$ cat config.mk
export PLATFORM = sky130hd
export DESIGN_NAME = fir_tap_sequencer
export DESIGN_NICKNAME = d
export VERILOG_FILES = /design/src/rtl/fir_tap_sequencer.sv
export SDC_FILE = /design/constraint.sdc
export NUM_CORES = 1
export LEC_CHECK = 0
export BUFFER_PORTS_ARGS = -buffer_cell sky130_fd_sc_hd__buf_4
export CORE_MARGIN = 2
export CORE_UTILIZATION = 50
export DETAILED_ROUTE_END_ITERATION = 16
export GPL_ROUTABILITY_DRIVEN = 0
export GPL_TIMING_DRIVEN = 1
export PLACE_DENSITY = 0.75
export SLEW_MARGIN = 15
export SYNTH_ARGS = -nofsm -noshare
export SYNTH_HDL_FRONTEND = slang
export SYNTH_SLANG_ARGS = --single-unit
$ cat constraint.sdc
create_clock -name clk -period 6.3 [get_ports clk]
set_input_delay 0.63 -clock clk [delete_from_list [all_inputs] [get_ports clk]]
set_output_delay 0.63 -clock clk [all_outputs]
set_load 0.01 [all_outputs]
$ cat src/rtl/fir_tap_sequencer.sv
// fir_tap_sequencer: bit-serial 3x3 FIR sequencer driving an external NOR partial-product cell
//   in_valid/in_ready, pix_in, coef_in : window + kernel handshake from the line-buffer stage
//   pp_shifted, pp_kill, pp_in         : NOR cell operand, kill and combinational return
//   out_valid/out_ready, result        : filter sum handshake to the output formatter
//   busy, tap_idx, bit_idx             : sequencing status for debug
module fir_tap_sequencer #(
  parameter int DATA_W = 12,
  parameter int COEF_W = 4,
  parameter int TAPS   = 9,
  parameter int ACC_W  = 20
) (
  input  logic                       clk,
  input  logic                       rst,
  input  logic                       in_valid,
  output logic                       in_ready,
  input  logic [TAPS*DATA_W-1:0]     pix_in,
  input  logic [TAPS*COEF_W-1:0]     coef_in,
  output logic [DATA_W-1:0]          pp_shifted,
  output logic                       pp_kill,
  input  logic [DATA_W-1:0]          pp_in,
  output logic                       out_valid,
  input  logic                       out_ready,
  output logic [ACC_W-1:0]           result,
  output logic                       busy,
  output logic [3:0]                 tap_idx,
  output logic [$clog2(COEF_W)-1:0]  bit_idx
);
  localparam int BW = $clog2(COEF_W);
  typedef enum logic [1:0] {IDLE, RUN, DONE} state_t;
  state_t state_q, state_d;
  logic [TAPS*DATA_W-1:0] pix_q, pix_d;
  logic [TAPS*COEF_W-1:0] coef_q, coef_d;
  logic [ACC_W-1:0] acc_q, acc_d;
  logic [3:0] tap_q, tap_d;
  logic [BW-1:0] bit_q, bit_d;
  logic [DATA_W-1:0] pix_w [TAPS];
  logic [COEF_W-1:0] coef_w [TAPS];
  logic bit_last, last, run;
  for (genvar t = 0; t < TAPS; t++) begin : g_view
    assign pix_w[t]  = pix_q[t*DATA_W +: DATA_W];
    assign coef_w[t] = coef_q[t*COEF_W +: COEF_W];
  end
  assign run      = state_q == RUN;
  assign bit_last = bit_q == BW'(COEF_W-1);
  assign last     = bit_last && tap_q == 4'(TAPS-1);
  always_comb begin
    state_d = state_q;
    pix_d   = pix_q;
    coef_d  = coef_q;
    acc_d   = acc_q;
    tap_d   = tap_q;
    bit_d   = bit_q;
    if (state_q == IDLE && in_valid) begin
      state_d = RUN;
      pix_d   = pix_in;
      coef_d  = coef_in;
      acc_d   = '0;
      tap_d   = '0;
      bit_d   = '0;
    end else if (run) begin
      acc_d   = acc_q + (ACC_W'(pp_in) << bit_q);
      bit_d   = bit_last ? '0 : bit_q + 1'b1;
      tap_d   = last ? '0 : bit_last ? tap_q + 4'd1 : tap_q;
      state_d = last ? DONE : RUN;
    end else if (state_q == DONE && out_ready) begin
      state_d = IDLE;
    end
  end
  always_ff @(posedge clk or posedge rst) begin
    if (rst) begin
      state_q <= IDLE;
      pix_q   <= '0;
      coef_q  <= '0;
      acc_q   <= '0;
      tap_q   <= '0;
      bit_q   <= '0;
    end else begin
      state_q <= state_d;
      pix_q   <= pix_d;
      coef_q  <= coef_d;
      acc_q   <= acc_d;
      tap_q   <= tap_d;
      bit_q   <= bit_d;
    end
  end
  // NOR cell as AND: ~(~pix | ~bit) = pix & bit; outside RUN both inputs force 0
  assign pp_shifted = run ? ~pix_w[tap_q] : '1;
  assign pp_kill    = run ? ~coef_w[tap_q][bit_q] : 1'b1;
  assign in_ready   = state_q == IDLE;
  assign out_valid  = state_q == DONE;
  assign busy       = state_q != IDLE;
  assign result     = acc_q;
  assign tap_idx    = tap_q;
  assign bit_idx    = bit_q;
endmodule

==> impl_summary.md, run 1 <==
Status
The run finished with clean final reports.

Clocking
The clock root buffer is sky130_fd_sc_hd__clkbuf_16. The clock network latency to the later pin of the worst-skew pair is 0.43 ns. The number of buffers inserted by hold repair at cts is 0. The number of buffers created by CTS is 17. The CTS tree is built. The number of H-tree levels is 4. The post-cts resize count is 0. CTS saw 172 sinks.

The clock-pin slew reported for the worst setup and hold paths after clock tree synthesis is roughly 0.070 ns. The clock passes through at most 2 buffers. Once the clock tree was built, the setup fixing pass inserted 0 buffers.

Layout
The net count of the finished layout is between 1,000 and 1,500. The final cell area excluding filler cells is 11,000 µm². The repair_antennas step left the layout with diodes totalling 0. The number of filler cells placed in the layout is approximately 1,500. Of the cells placed in the final design, the portion with a size suffix greater than 1 is 0.253. Relative to the synthesized area, the layout overhead comes to 25.4%.

Worst setup path
The critical path's most frequent cell is sky130_fd_sc_hd__buf_4. The slowest library cell on the worst path is sky130_fd_sc_hd__buf_4. The largest fanout of any net on the critical path is 38.

The reg-to-reg critical path endpoint is result[18]$_DFFE_PP0P_. The number of cells on the worst reg-to-reg path is 9. In this run the critical register-to-register path is launched from bit_idx[0]$_DFFE_PP0P_. The worst-case register-to-register setup slack is slightly below 3 ns. The cell family contributing the most delay on the critical path is multiplexers. The signal arrival time at the worst endpoint is between 2 and 3 ns. In this design, the stage delay of the slowest critical-path cell is 0.59 ns. STA classifies the critical path endpoint as a primary output.

The required arrival time at the worst endpoint is about 5.7 ns. Together, buffers and inverters on the worst path number 2. Walking the worst path, the cells encountered are buf_4 -> mux4_2 -> mux2i_1 -> nor3_1 -> a211oi_1 -> o21ai_0 -> nand3_1 -> buf_4. The worst setup path is launched from a register. The start-to-end type of the worst setup path is reg -> out.

Synthesis
The area share of the largest cell type after synthesis is 0.489. A synthesized cell averages 9.01 µm². The distinct cell type count of the synthesized netlist is 45. Synthesis produced a netlist with a net count of between 1,000 and 1,500. The post-synthesis share of cell area spent on and, or, nand and nor gates is 0.249. The share of the synthesized area in compound gates (AO/OA/AOI/OAI) is 0.0625.

The largest total area in the synthesized netlist belongs to sky130_fd_sc_hd__dfrtp_1. Of the post-synthesis cell area, the part taken by muxes is 0.133. Of all flip-flops after synthesis, the portion carrying an async set or reset was 1.00. The most frequently used flop master after synthesis is sky130_fd_sc_hd__dfrtp_1. In this run, synthesis inferred 0 flip-flops with an integrated enable.

The portion of the post-synthesis area used by sequential elements is 0.489. The warning count from the yosys run is 0. After synthesis, the cell types taking the most area are sky130_fd_sc_hd__dfrtp_1 49%, sky130_fd_sc_hd__nand2_1 21%, sky130_fd_sc_hd__mux4_2 9.7%. By area, the combinational part of the netlist is dominated by simple AND/OR/NAND/NOR gates. The summed instance area of the synthesized netlist is 8800 µm². The post-synthesis share of cell area spent on xor and xnor gates is 0.00995.

Synthesis produced a netlist whose cell count is ~1,000. After synthesis the netlist holds a flip-flop and latch count of around 170. Of the total synthesized cell area, the portion taken by full adders, half adders and majority gates is 0.0279.

Floorplanning
Pin placement for this block handled between 200 and 250 I/O pins. The die covers approximately 19,000 µm². The placement row count is 48. The core region is around 17,000 µm². Measured along the x axis, the die boundary spans 137 µm. From bottom edge to top edge, the die measures around 140 µm. The effective utilization at floorplan is 0.511.

Worst hold path
The number of cells traversed by the worst hold path is 3. In this run the worst hold path is classified as in -> reg. The worst hold path begins at coef_in[10]. The capture endpoint of the worst hold path is coef_q[10]$_DFFE_PP0P_.

Power
The share of total power dissipated in combinational logic is 0.074. In this run the power density over the cells is around 210 nW/µm². The sequential fraction of design power is 0.473. Of the total power, the share spent switching nets is 0.225. The maximum vdd drop is 0.000196 V.

The design internal power is roughly 0.0018 W. The leakage component of the power is between 5 and 6 nW. The net load switching power is 0.000529 W. The relative contribution of the clock network to total power is 0.454.

Routing
For this block, the via count after detailed routing is between 7,000 and 8,000. The remaining antenna violation count is 0. The first TritonRoute pass finished after 5 iterations. The overall routed net length is around 22 mm. After detailed routing, the number of remaining DRC violations is 0.

After detailed routing, the number of vias per cell comes to 5.29. The violation count after the first detailed-route iteration is 472. In the final routed layout, each cell accounts on average for between 15 and 20 µm.

Timing
For the pin with the worst max-slew slack, the measured transition is ~1.1 ns. Based on the critical path, the design can be clocked at up to 292 MHz. The setup total negative slack is 0 ns. The worst clock skew is about 0.0051 ns.

The worst relative slew slack is 0.295. Setup repair after global routing left no endpoint under its margin. The clock period minus final worst setup slack is between 3 and 4 ns. The number of pins exceeding their max-slew limit in the final report is 0. The final number of hold-violating endpoints was 0.

The portion of the clock cycle consumed by the worst path in the final layout is 0.544. The total of endpoints with negative setup slack in the final report is 0.

Global route
In the global route stage, overall resource usage came out at 0.253. The number of antenna violations at the first check in global routing was 0. The total grt overflow is 0. The global-route wire length before repair is 36.1 mm. The via count of the first global-routing pass is between 7,000 and 8,000.

Entering global routing, the biggest net connects 107 pins.

Job
The tool flagged a number of max-cap violations equal to 0.

Place
Detailed placement finished with a half-perimeter wire length of roughly 16 mm. The count of buffers from port buffering is about 200. In this run the cell area measured after placement is 10,400 µm².
worst max-delay path by stage:
| stage | startpoint | to | slack, ns | cells past startpoint |
|---|---|---|---|---|
| 2_1_floorplan | rst | bit_idx[0]$_DFFE_PP0P_ | 1.01 | 1 |
| 3_3_place_gp | bit_idx[0]$_DFFE_PP0P_ | result[18]$_DFFE_PP0P_ | 3.00 | 9 |
| 3_5_place_dp | bit_idx[0]$_DFFE_PP0P_ | result[18]$_DFFE_PP0P_ | 2.95 | 9 |
| 4_1_cts | tap_idx[0]$_DFFE_PP0P_ | pp_kill | 2.81 | 8 |
| 5_1_grt | tap_idx[0]$_DFFE_PP0P_ | pp_kill | 2.60 | 8 |
| 6_report | tap_idx[0]$_DFFE_PP0P_ | pp_kill | 2.87 | 8 |
worst reg2reg max path: stages, from the launching register on:
cell and delay, ns:
sky130_fd_sc_hd__dfrtp_1 0.68, sky130_fd_sc_hd__buf_4 0.30, sky130_fd_sc_hd__mux4_2 0.51, sky130_fd_sc_hd__ha_1 0.36
sky130_fd_sc_hd__a21o_1 0.25, sky130_fd_sc_hd__a221oi_4 0.41, sky130_fd_sc_hd__o21ai_4 0.15, sky130_fd_sc_hd__a2111oi_4 0.33
sky130_fd_sc_hd__nor3_1 0.12, sky130_fd_sc_hd__mux2i_1 0.13
routing by layer:
| layer | GRT usage | up-vias | share of wire |
|---|---|---|---|
| li1 | - | 3554 | - |
| met1 | 0.366 | 3501 | 0.45 |
| met2 | 0.393 | 238 | 0.48 |
| met3 | 0.0452 | 26 | 0.062 |
| met4 | 0.0741 | 0 | 0.015 |
| met5 | 0 | - | 0 |
flip-flops by register name (all words and copies together), names as in the netlist:
signal and count:
pix_q 108, coef_q 36, result 20, tap_idx 4
bit_idx 2, state_q 2
power by group through the flow:
stage	sequential, W	combinational, W	clock, W
after floorplan	0.00113	0.0000689	0
after global placement	0.00113	0.000172	0
after detailed placement	0.00113	0.000173	0
after CTS	0.00111	0.000174	0.00108
after global routing	0.00111	0.000191	0.00113
final	0.00111	0.000173	0.00107
synthesized netlist by cell type (3+ instances only):
master                     count
sky130_fd_sc_hd__nor3b_1       4
sky130_fd_sc_hd__xnor2_1       3
sky130_fd_sc_hd__clkbuf_1     48
sky130_fd_sc_hd__nand3_1      10
sky130_fd_sc_hd__inv_1         5
sky130_fd_sc_hd__buf_1         5
sky130_fd_sc_hd__o21ai_0      39
sky130_fd_sc_hd__and3_1        5
sky130_fd_sc_hd__mux4_2       38
sky130_fd_sc_hd__dfrtp_1     172
sky130_fd_sc_hd__nor2_1       16
sky130_fd_sc_hd__a21oi_1      20
sky130_fd_sc_hd__mux2i_1      28
sky130_fd_sc_hd__xor2_1        7
sky130_fd_sc_hd__nor2b_1       8
sky130_fd_sc_hd__nor3_1        5
sky130_fd_sc_hd__a22o_1        3
sky130_fd_sc_hd__a211oi_1      3
sky130_fd_sc_hd__a21o_1        5
sky130_fd_sc_hd__nand2_1     499
sky130_fd_sc_hd__ha_1         18
sky130_fd_sc_hd__mux2_2        3
sky130_fd_sc_hd__buf_2         6
area by class of cell:
type                       count  area, µm²  area share
sequential                   172       4310       0.390
multi-input combinational    740       4260       0.386
timing repair buffer         209       1570       0.142
clock buffer                  20        467      0.0423
tap                          225        282      0.0255
clock inverter                12        135      0.0122
inverter                       5       23.8     0.00215
layout by cell type (no fill, tap or decap), drive strengths merged, types with 3 or more instances in the layout:
cell type,Yosys,routed
nor3b,4,4
nand3,10,10
ha,18,18
a22o,3,3
clkinvlp,0,4
o21ai,41,41
a21o,5,5
xor2,7,7
a21oi,20,20
buf,11,209
and3,6,6
clkinv,0,3
nor2,16,16
mux2,3,3
nor3,5,5
clkbuf,49,20
dfrtp,172,172
xnor2,3,3
nor2b,8,8
a211oi,3,3
nand2,499,499
mux4,38,38
mux2i,28,28
inv,5,8
cells by family (layout without fill, tap and decap cells):
family / count (synthesis) / after routing
buffers and inverters: 65 / 246
DFF: 172 / 172
adders and majority gates: 19 / 19
muxes: 69 / 69
and+or+nand+nor: 557 / 557
xor gates and xnor gates: 10 / 10
AOI/OAI and AO/OA: 85 / 85
per-stage QoR:
step | utilization | instances | hold WS (ns) | worst slack, ns | total power [W]
4_1_cts | 0.640 | 1383 | 0.375 | 2.81 | 0.00237
5_1_grt | 0.640 | 1383 | 0.381 | 2.60 | 0.00243
2_1_floorplan | - | 977 | 0.440 | 1.01 | 0.00120
6_report | 0.640 | 1383 | 0.386 | 2.87 | 0.00235
3_3_place_gp | 0.605 | 1351 | 0.452 | 3.00 | 0.00130
3_5_place_dp | 0.605 | 1351 | 0.458 | 2.95 | 0.00130
Power figures use the tool's default switching activity.
==> run 2: changes to the inputs <==
Settings changed: ABC_AREA set to 1, PLACE_DENSITY 0.75 to 0.77.
Clock period 6.3 ns to 3 ns, I/O delays scaled along.
==> impl_summary.md, run 2 <==
Timing
The worst clock skew is 0.00809 ns (+0.00302 ns). Dividing the final minimum period by the clock period gives 0.942. The hold slack came to 0.00109 ns (-0.385 ns). The routed design could run at a clock period as short as around 2.8 ns. Setup repair after global routing left no endpoint under its margin. The final number of hold-violating endpoints is 0 (unchanged). The total of endpoints with negative setup slack in the final report came to 0 (unchanged). The setup total negative slack is 0 ns (unchanged). Timing would allow up to approximately 350 MHz. The number of pins exceeding their max-slew limit in the final report is 0 (unchanged). The worst relative slew slack came to 0.241 (-0.0544). The slew at the pin closest to its max-slew limit came to 1.14 ns (+0.0816 ns).

Status
The flow ran to the end, and the final reports show no timing, DRC or antenna violations.

Synthesis
The portion of the post-synthesis area used by sequential elements came to 0.471 (-0.0182). The post-synthesis net count is 1,402 (+21%). The share of synthesized flip-flops with an asynchronous set or reset is 1.00 (unchanged). The area share of the largest cell type after synthesis is 0.471 (-0.0182). Yosys instantiated no cell more often than sky130_fd_sc_hd__nand2_1. The number of enable-type register cells in the synthesized netlist is 0 (unchanged). Of all cell types, the one taking the most synthesized area is sky130_fd_sc_hd__dfrtp_1. After synthesis, the cell types taking the most area are sky130_fd_sc_hd__dfrtp_1 47%, sky130_fd_sc_hd__nand2_1 22%, sky130_fd_sc_hd__o21ai_0 5.4%. After synthesis, the most frequently instantiated cells are 527 x sky130_fd_sc_hd__nand2_1, 172 x sky130_fd_sc_hd__dfrtp_1, 99 x sky130_fd_sc_hd__o21ai_0, 75 x sky130_fd_sc_hd__inv_1, 71 x sky130_fd_sc_hd__nor2_1. The distinct cell type count of the synthesized netlist is 38 (-16%).

The number of standard cells after synthesis is 1,223 (+25%). For this run, the leading register cell type out of synthesis is sky130_fd_sc_hd__dfrtp_1. The mean instance size in the synthesized netlist was 7.48 µm² (-17%). The summed instance area of the synthesized netlist is 9140 µm² (+3.9%). The warning count from the yosys run is 0 (unchanged). The post-synthesis register bit count is 172 (unchanged).

Worst setup path
The startpoint type of the worst setup path is a register. STA classifies the critical path endpoint as a primary output. Broken down by cell family, the worst path's largest delay share belongs to buffers and inverters. The delay of the slowest critical-path stage is 0.56 ns (-0.03 ns).

The signal arrival time at the worst endpoint is 2.53 ns (-0.27 ns). The buffers plus inverters on the worst setup path is 3 (+1). The required arrival time at the worst endpoint was 2.70 ns (-2.97 ns). The largest fanout of any net on the critical path was 23 (-39%).

The slowest library cell on the worst path is sky130_fd_sc_hd__dfrtp_2. The signal on the critical path passes through inv_1 -> nand3_1 -> inv_1 -> a21oi_1 -> nand2_1 -> nand3_1 -> buf_4. The start-to-end type of the worst setup path is reg -> out.

Floorplanning
The die outline area is 19,400 µm² (+3.8%). The placement row count is 49 (+2.1%). The area of the placeable core came to 18,000 µm² (+4.2%). The effective utilization at floorplan is 0.509 (-0.00172). The I/O pin count is 202 (unchanged). The floorplan die height is 139 µm (+1.9%). The die extent in x is 139 µm (+1.9%).

Routing
The remaining antenna violation count is 0 (unchanged). The total vias in the final route was 8,679 (+19%). The first-pass detailed-route iteration total is 5 (unchanged). The mean number of vias per cell was 5.31 (+0.37%). The post-detailed-route wirelength per cell was 15.8 µm (-2.8%).

The DRC violation count after routing is 0 (unchanged). The overall routed net length is 25.8 mm (+15%). The violation count after the first detailed-route iteration is 821 (+74%).

Power
The power consumption came to 0.0127 W (+440%). The leakage component of the power was 5.94 nW (-0.13%). The maximum vdd drop is 0.000664 V (+240%). The power per cell area is 1120 nW/µm² (+430%).

Layout
The footprint of the flip-flops and latches came to 4310 µm² (unchanged). The number of flip-flops under the largest register name is 108 (unchanged). The area of the multi-input gates came to 4170 µm² (-2.1%). The library cell used most frequently in the layout, excluding fill and tap cells, is sky130_fd_sc_hd__nand2_1. The net count of the finished layout was 1,572 (+19%). The layout cell share with drive strength beyond 1 was 0.181 (-0.0715). The diode insertion count for antenna repair is 0 (unchanged). The library cells used most frequently in the layout, excluding fill and tap cells, are 527 x sky130_fd_sc_hd__nand2_1, 212 x sky130_fd_sc_hd__buf_4, 171 x sky130_fd_sc_hd__dfrtp_1. The register with the most flip-flops is pix_q. The number of filler cells placed in the layout is 1,600 (+10%). The synthesis-to-finish area growth is 23.7%. The number of standard cells in the layout, taps in and fillers out was 1,634 (+18%).

Global route
The number of antenna violations at the first check in global routing is 0 (unchanged). The total grt overflow came to 0 (unchanged). The overall fraction of global-route tracks in use is 0.266 (+0.0128).

The global-route wire length before repair is 41.6 mm (+15%). The via count of the first global-routing pass is 8,116 (+15%). The maximum number of pins on one net before global-route repair is 109 (+1.9%).

Clocking
The number of buffers inserted by hold repair at cts was 0 (unchanged). The clock network latency to the later pin of the worst-skew pair is 0.43 ns (about the same). The clock root buffer is sky130_fd_sc_hd__clkbuf_16.

The number of buffers created by CTS is 17 (unchanged). The number of H-tree levels is 4 (unchanged). The maximum clock insertion buffer count was 2 (unchanged). The count of buffers added by post-CTS timing repair for setup is 0 (unchanged).

TritonCTS built the clock tree. The post-cts resize count is 0 (unchanged). The clock-pin slew reported for the worst setup and hold paths after clock tree synthesis is 0.06 ns (about the same). The CTS sink count is 172 (unchanged).

Place
The count of buffers from port buffering is 201 (unchanged). The post-DP HPWL is 18.2 mm (+15%). The number of placed cells counting well taps is 1,603 (+19%).

Job
The count of max-cap constraint violations is 0 (unchanged).

Worst hold path
The path class of the tightest hold or removal check is in -> async.
## run 2: per-layer routing
metal,GRT usage,wire length (µm),up-vias
met5,0,0,-
met4,0.0766,454,0
met3,0.0409,1820,37
met2,0.416,11800,346
met1,0.386,11800,4053
li1,-,-,4243
## run 2: final cells by class
class / instances / share of cell area
sequential: 172 / 0.381
multi-input combinational: 905 / 0.368
timing repair buffer: 217 / 0.150
clock buffer: 23 / 0.0414
inverter: 80 / 0.0273
tap: 229 / 0.0253
clock inverter: 8 / 0.00763
## run 2: through the flow
stage | instance area, µm² | util | setup slack, ns
finish | 11300 | 0.630 | 0.174
global route | 11300 | 0.630 | 0.0295
CTS | 11300 | 0.630 | 0.192
detailed placement | 10800 | 0.599 | 0.453
global placement | 10800 | 0.599 | 0.560
floorplan | 9150 | - | 0.503
## run 2: report_power, final
group / switching (W) / leakage, nW / internal, W
clock network: 0.000923 / 0.256 / 0.00119
registers: 0.000689 / 2.12 / 0.00345
logic: 0.00393 / 3.56 / 0.00252
## run 2: worst paths after layout
path	startpoint	endpoint	slack, ns	cells after the start
max	tap_idx[0]$_DFFE_PP0P_	pp_kill	0.17	7
min	rst	coef_q[7]$_DFFE_PP0P_	0.001	2
max reg2reg	bit_idx[0]$_DFFE_PP0P_	result[18]$_DFFE_PP0P_	0.39	13
min reg2reg	pix_q[2]$_DFFE_PP0P_	pix_q[2]$_DFFE_PP0P_	0.48	2
max in group asynchronous	rst	pix_q[41]$_DFFE_PP0P_	2.20	3
min in group clk	pix_in[102]	pix_q[102]$_DFFE_PP0P_	0.06	3
## run 2: cells by family after synthesis
kind of cell	share of synthesized area
simple gates	0.289
compound gates	0.119
flops	0.471
buf+inv	0.0735
fa+ha+maj	0.0268
mux	0.0175
xor+xnor	0.00287
## run 2: worst reg2reg max path: cells and delay by family (launching register included)
kind                       cells  cell delay [ns]
and+or+nand+nor                8             0.92
DFF                            1             0.49
adders and majority gates      1             0.36
muxes                          2             0.41
buffers and inverters          2             0.35
==> run 3: changes to the inputs <==
Settings changed: SETUP_SLACK_MARGIN set to 0.5.
==> impl_summary.md, run 3 (synthesis results as in run 2) <==
Clocking
The CTS sink count is 172 (unchanged). The number of H-tree levels is 4 (unchanged). The clock-pin slew reported for the worst setup and hold paths after clock tree synthesis is 0.07 ns (about the same). The CTS tree is built.

The clock network latency to the later pin of the worst-skew pair is 0.43 ns (about the same). The number of buffers inserted by hold repair at cts is 0 (unchanged). The maximum clock insertion buffer count is 2 (unchanged). The number of buffers created by CTS was 17 (unchanged). The cell sitting at the root of the clock tree is a sky130_fd_sc_hd__clkbuf_16.

Worst hold path
The class of the most critical hold timing path is in -> async.

Global route
The overall fraction of global-route tracks in use is 0.272 (+0.00623). The via count of the first global-routing pass was 8,271 (+1.9%). The total grt overflow came to 0 (unchanged). The number of antenna violations at the first check in global routing is 0 (unchanged).

The maximum number of pins on one net before global-route repair is 109 (unchanged). The global-route wire length before repair is 42.5 mm (+2.1%).

Layout
The synthesis-to-finish area growth is 28.8%. The diode insertion count for antenna repair was 0 (unchanged). The footprint of the flip-flops and latches is 4310 µm² (+0.12%).

In the layout the commonest cells are 524 x sky130_fd_sc_hd__nand2_1, 224 x sky130_fd_sc_hd__buf_4, 169 x sky130_fd_sc_hd__dfrtp_1. The number of standard cells in the layout, taps in and fillers out was 1,659 (+1.5%). The layout cell share with drive strength beyond 1 came to 0.217 (+0.0353).

The number of filler cells placed in the layout is 1,532 (-4.3%). The register with the most flip-flops is pix_q. The area of the multi-input gates is 4250 µm² (+2.1%). The share of the core filled with cells is 0.656 (+0.0258).

The number of flip-flops under the largest register name is 108 (unchanged). The most common cell after layout, fill and taps aside is sky130_fd_sc_hd__nand2_1. The net count of the finished layout was 1,597 (+1.6%).

Worst setup path
The cell class contributing the biggest share of worst-path delay is simple AND/OR/NAND/NOR gates. The critical path's most frequent cell is sky130_fd_sc_hd__nand2_1. The number of cells on the critical path is 14 (+7). The required arrival time at the worst endpoint came to 3.33 ns (+0.63 ns). The largest fanout of any net on the critical path is 8 (-65%).

The length in cells of the worst reg-to-reg path is 14 (+1). The start-to-end type of the worst setup path is reg -> reg. The critical path endpoint category is a register.

The signal arrival time at the worst endpoint is 2.81 ns (+0.28 ns). The buffers plus inverters on the worst setup path was 2 (-1). The slowest library cell on the worst path is sky130_fd_sc_hd__dfrtp_2.

The delay of the slowest critical-path stage is 0.49 ns (-0.07 ns). STA classifies the critical path startpoint as a register. Walking the worst path, the cells encountered are buf_12 -> mux2i_2 -> mux2i_1 -> ha_1 -> nand2_1 -> nand2_1 -> a21oi_1 -> nand2_1 -> nand2_1 -> nand2_2 -> nand3_1 -> nand2_1 -> nand2_1 -> inv_1.

Timing
The fmax is 403 MHz (+14%). The worst clock skew is 0.00897 ns (+0.000888 ns). The clock period minus final worst setup slack is 2.48 ns (-0.346 ns). The final number of hold-violating endpoints is 0 (unchanged). Setup repair after global routing could not meet its margin everywhere. The final critical-path setup slack came to 0.520 ns (+0.346 ns). The worst relative slew slack is 0.223 (-0.0176). The number of pins exceeding their max-slew limit in the final report is 0 (unchanged). The portion of the clock cycle consumed by the worst path in the final layout is 0.827 (-0.115). The hold slack is 0.0000769 ns (-0.00101 ns).

The slew at the pin closest to its max-slew limit is 1.17 ns (+0.0263 ns). The setup total negative slack is 0 ns (unchanged). The total of endpoints with negative setup slack in the final report is 0 (unchanged).

Routing
The violation count after the first detailed-route iteration is 839 (+2.2%). The remaining antenna violation count is 0 (unchanged). The DRC violation count after routing came to 0 (unchanged).

The overall routed net length came to 27.3 mm (+5.9%). The total vias in the final route was 8,945 (+3.1%). The first-pass detailed-route iteration total was 7 (+2). The mean number of vias per cell is 5.39 (+1.5%). The post-detailed-route wirelength per cell is 16.5 µm (+4.3%).

Place
The post-DP HPWL is 18.2 mm (unchanged). The number of placed cells counting well taps is 1,603 (unchanged). The pre-CTS setup slack came to 0.453 ns (unchanged). The count of buffers from port buffering was 201 (unchanged).

Power
The maximum vdd drop came to 0.000747 V (+13%). The power per cell area is 1160 nW/µm² (+3.3%). The leakage component of the power is 6.11 nW (+2.9%).

Floorplanning
The die outline area is 19,400 µm² (unchanged). The effective utilization at floorplan is 0.509 (unchanged). The floorplan die height was 139 µm (unchanged). The area of the placeable core is 18,000 µm² (unchanged). The I/O pin count is 202 (unchanged).

The placement row count is 49 (unchanged). The die extent in x is 139 µm (unchanged).

Job
The count of max-cap constraint violations is 0 (unchanged).

Status
The flow ran to the end, and the final reports show no timing, DRC or antenna violations.
run 3: cell count changes in the layout (fill, tap and decap cells not counted), sizes merged:
cell          delta
clkbuf           +3
dlymetal6s2s     +1
buf             +21
clkinvlp         +4
inv              -3
clkinv           -1
run 3: cell type report:
cell class / instances / share of cell area
sequential: 172 / 0.366
inverter: 80 / 0.0276
timing repair buffer: 242 / 0.174
clock inverter: 8 / 0.00733
multi-input combinational: 905 / 0.361
clock buffer: 23 / 0.0397
tap: 229 / 0.0243
run 3: worst paths after layout:
| kind | startpoint | end | slack (ns) |
|---|---|---|---|
| worst max register to register | bit_idx[0]$_DFFE_PP0P_ | result[19]$_DFFE_PP0P_ | 0.52 |
| worst max-delay path | bit_idx[0]$_DFFE_PP0P_ | result[19]$_DFFE_PP0P_ | 0.52 |
| worst min-delay path | rst | coef_q[7]$_DFFE_PP0P_ | 0.00008 |
| worst min register to register | pix_q[94]$_DFFE_PP0P_ | pix_q[94]$_DFFE_PP0P_ | 0.48 |
| min in group clk | pix_in[100] | pix_q[100]$_DFFE_PP0P_ | 0.06 |
| max in group asynchronous | rst | pix_q[9]$_DFFE_PP0P_ | 2.19 |
run 3: timing repair:
action	4_1_cts	5_1_grt
gates cloned	2	3
pin swaps	4	21
buffers inserted	5	15
setup endpoints to repair	19	28
gates resized for setup	11	46
run 3: stage by stage:
stage | instance area (µm²) | total power, W
2_1_floorplan | 9150 | 0.00846
3_3_place_gp | 10800 | 0.0104
3_5_place_dp | 10800 | 0.0105
4_1_cts | 11500 | 0.0129
5_1_grt | 11800 | 0.0146
6_report | 11800 | 0.0137
run 3: power by group:
part / switching [W] / internal (W) / leakage, nW
Sequential: 0.000678 / 0.00346 / 2.12
Clock: 0.000925 / 0.00119 / 0.256
Combinational: 0.00433 / 0.00308 / 3.74
run 3: routing by layer:
layer / global-route usage / routed length (µm) / part of all wire / vias to the layer above
met1: 0.392 / 12000 / 0.44 / 4179
met2: 0.425 / 12700 / 0.46 / 417
li1: - / - / - / 4299
met4: 0.0872 / 607 / 0.022 / 0
met5: 0 / 0 / 0 / -
met3: 0.0420 / 1990 / 0.073 / 50
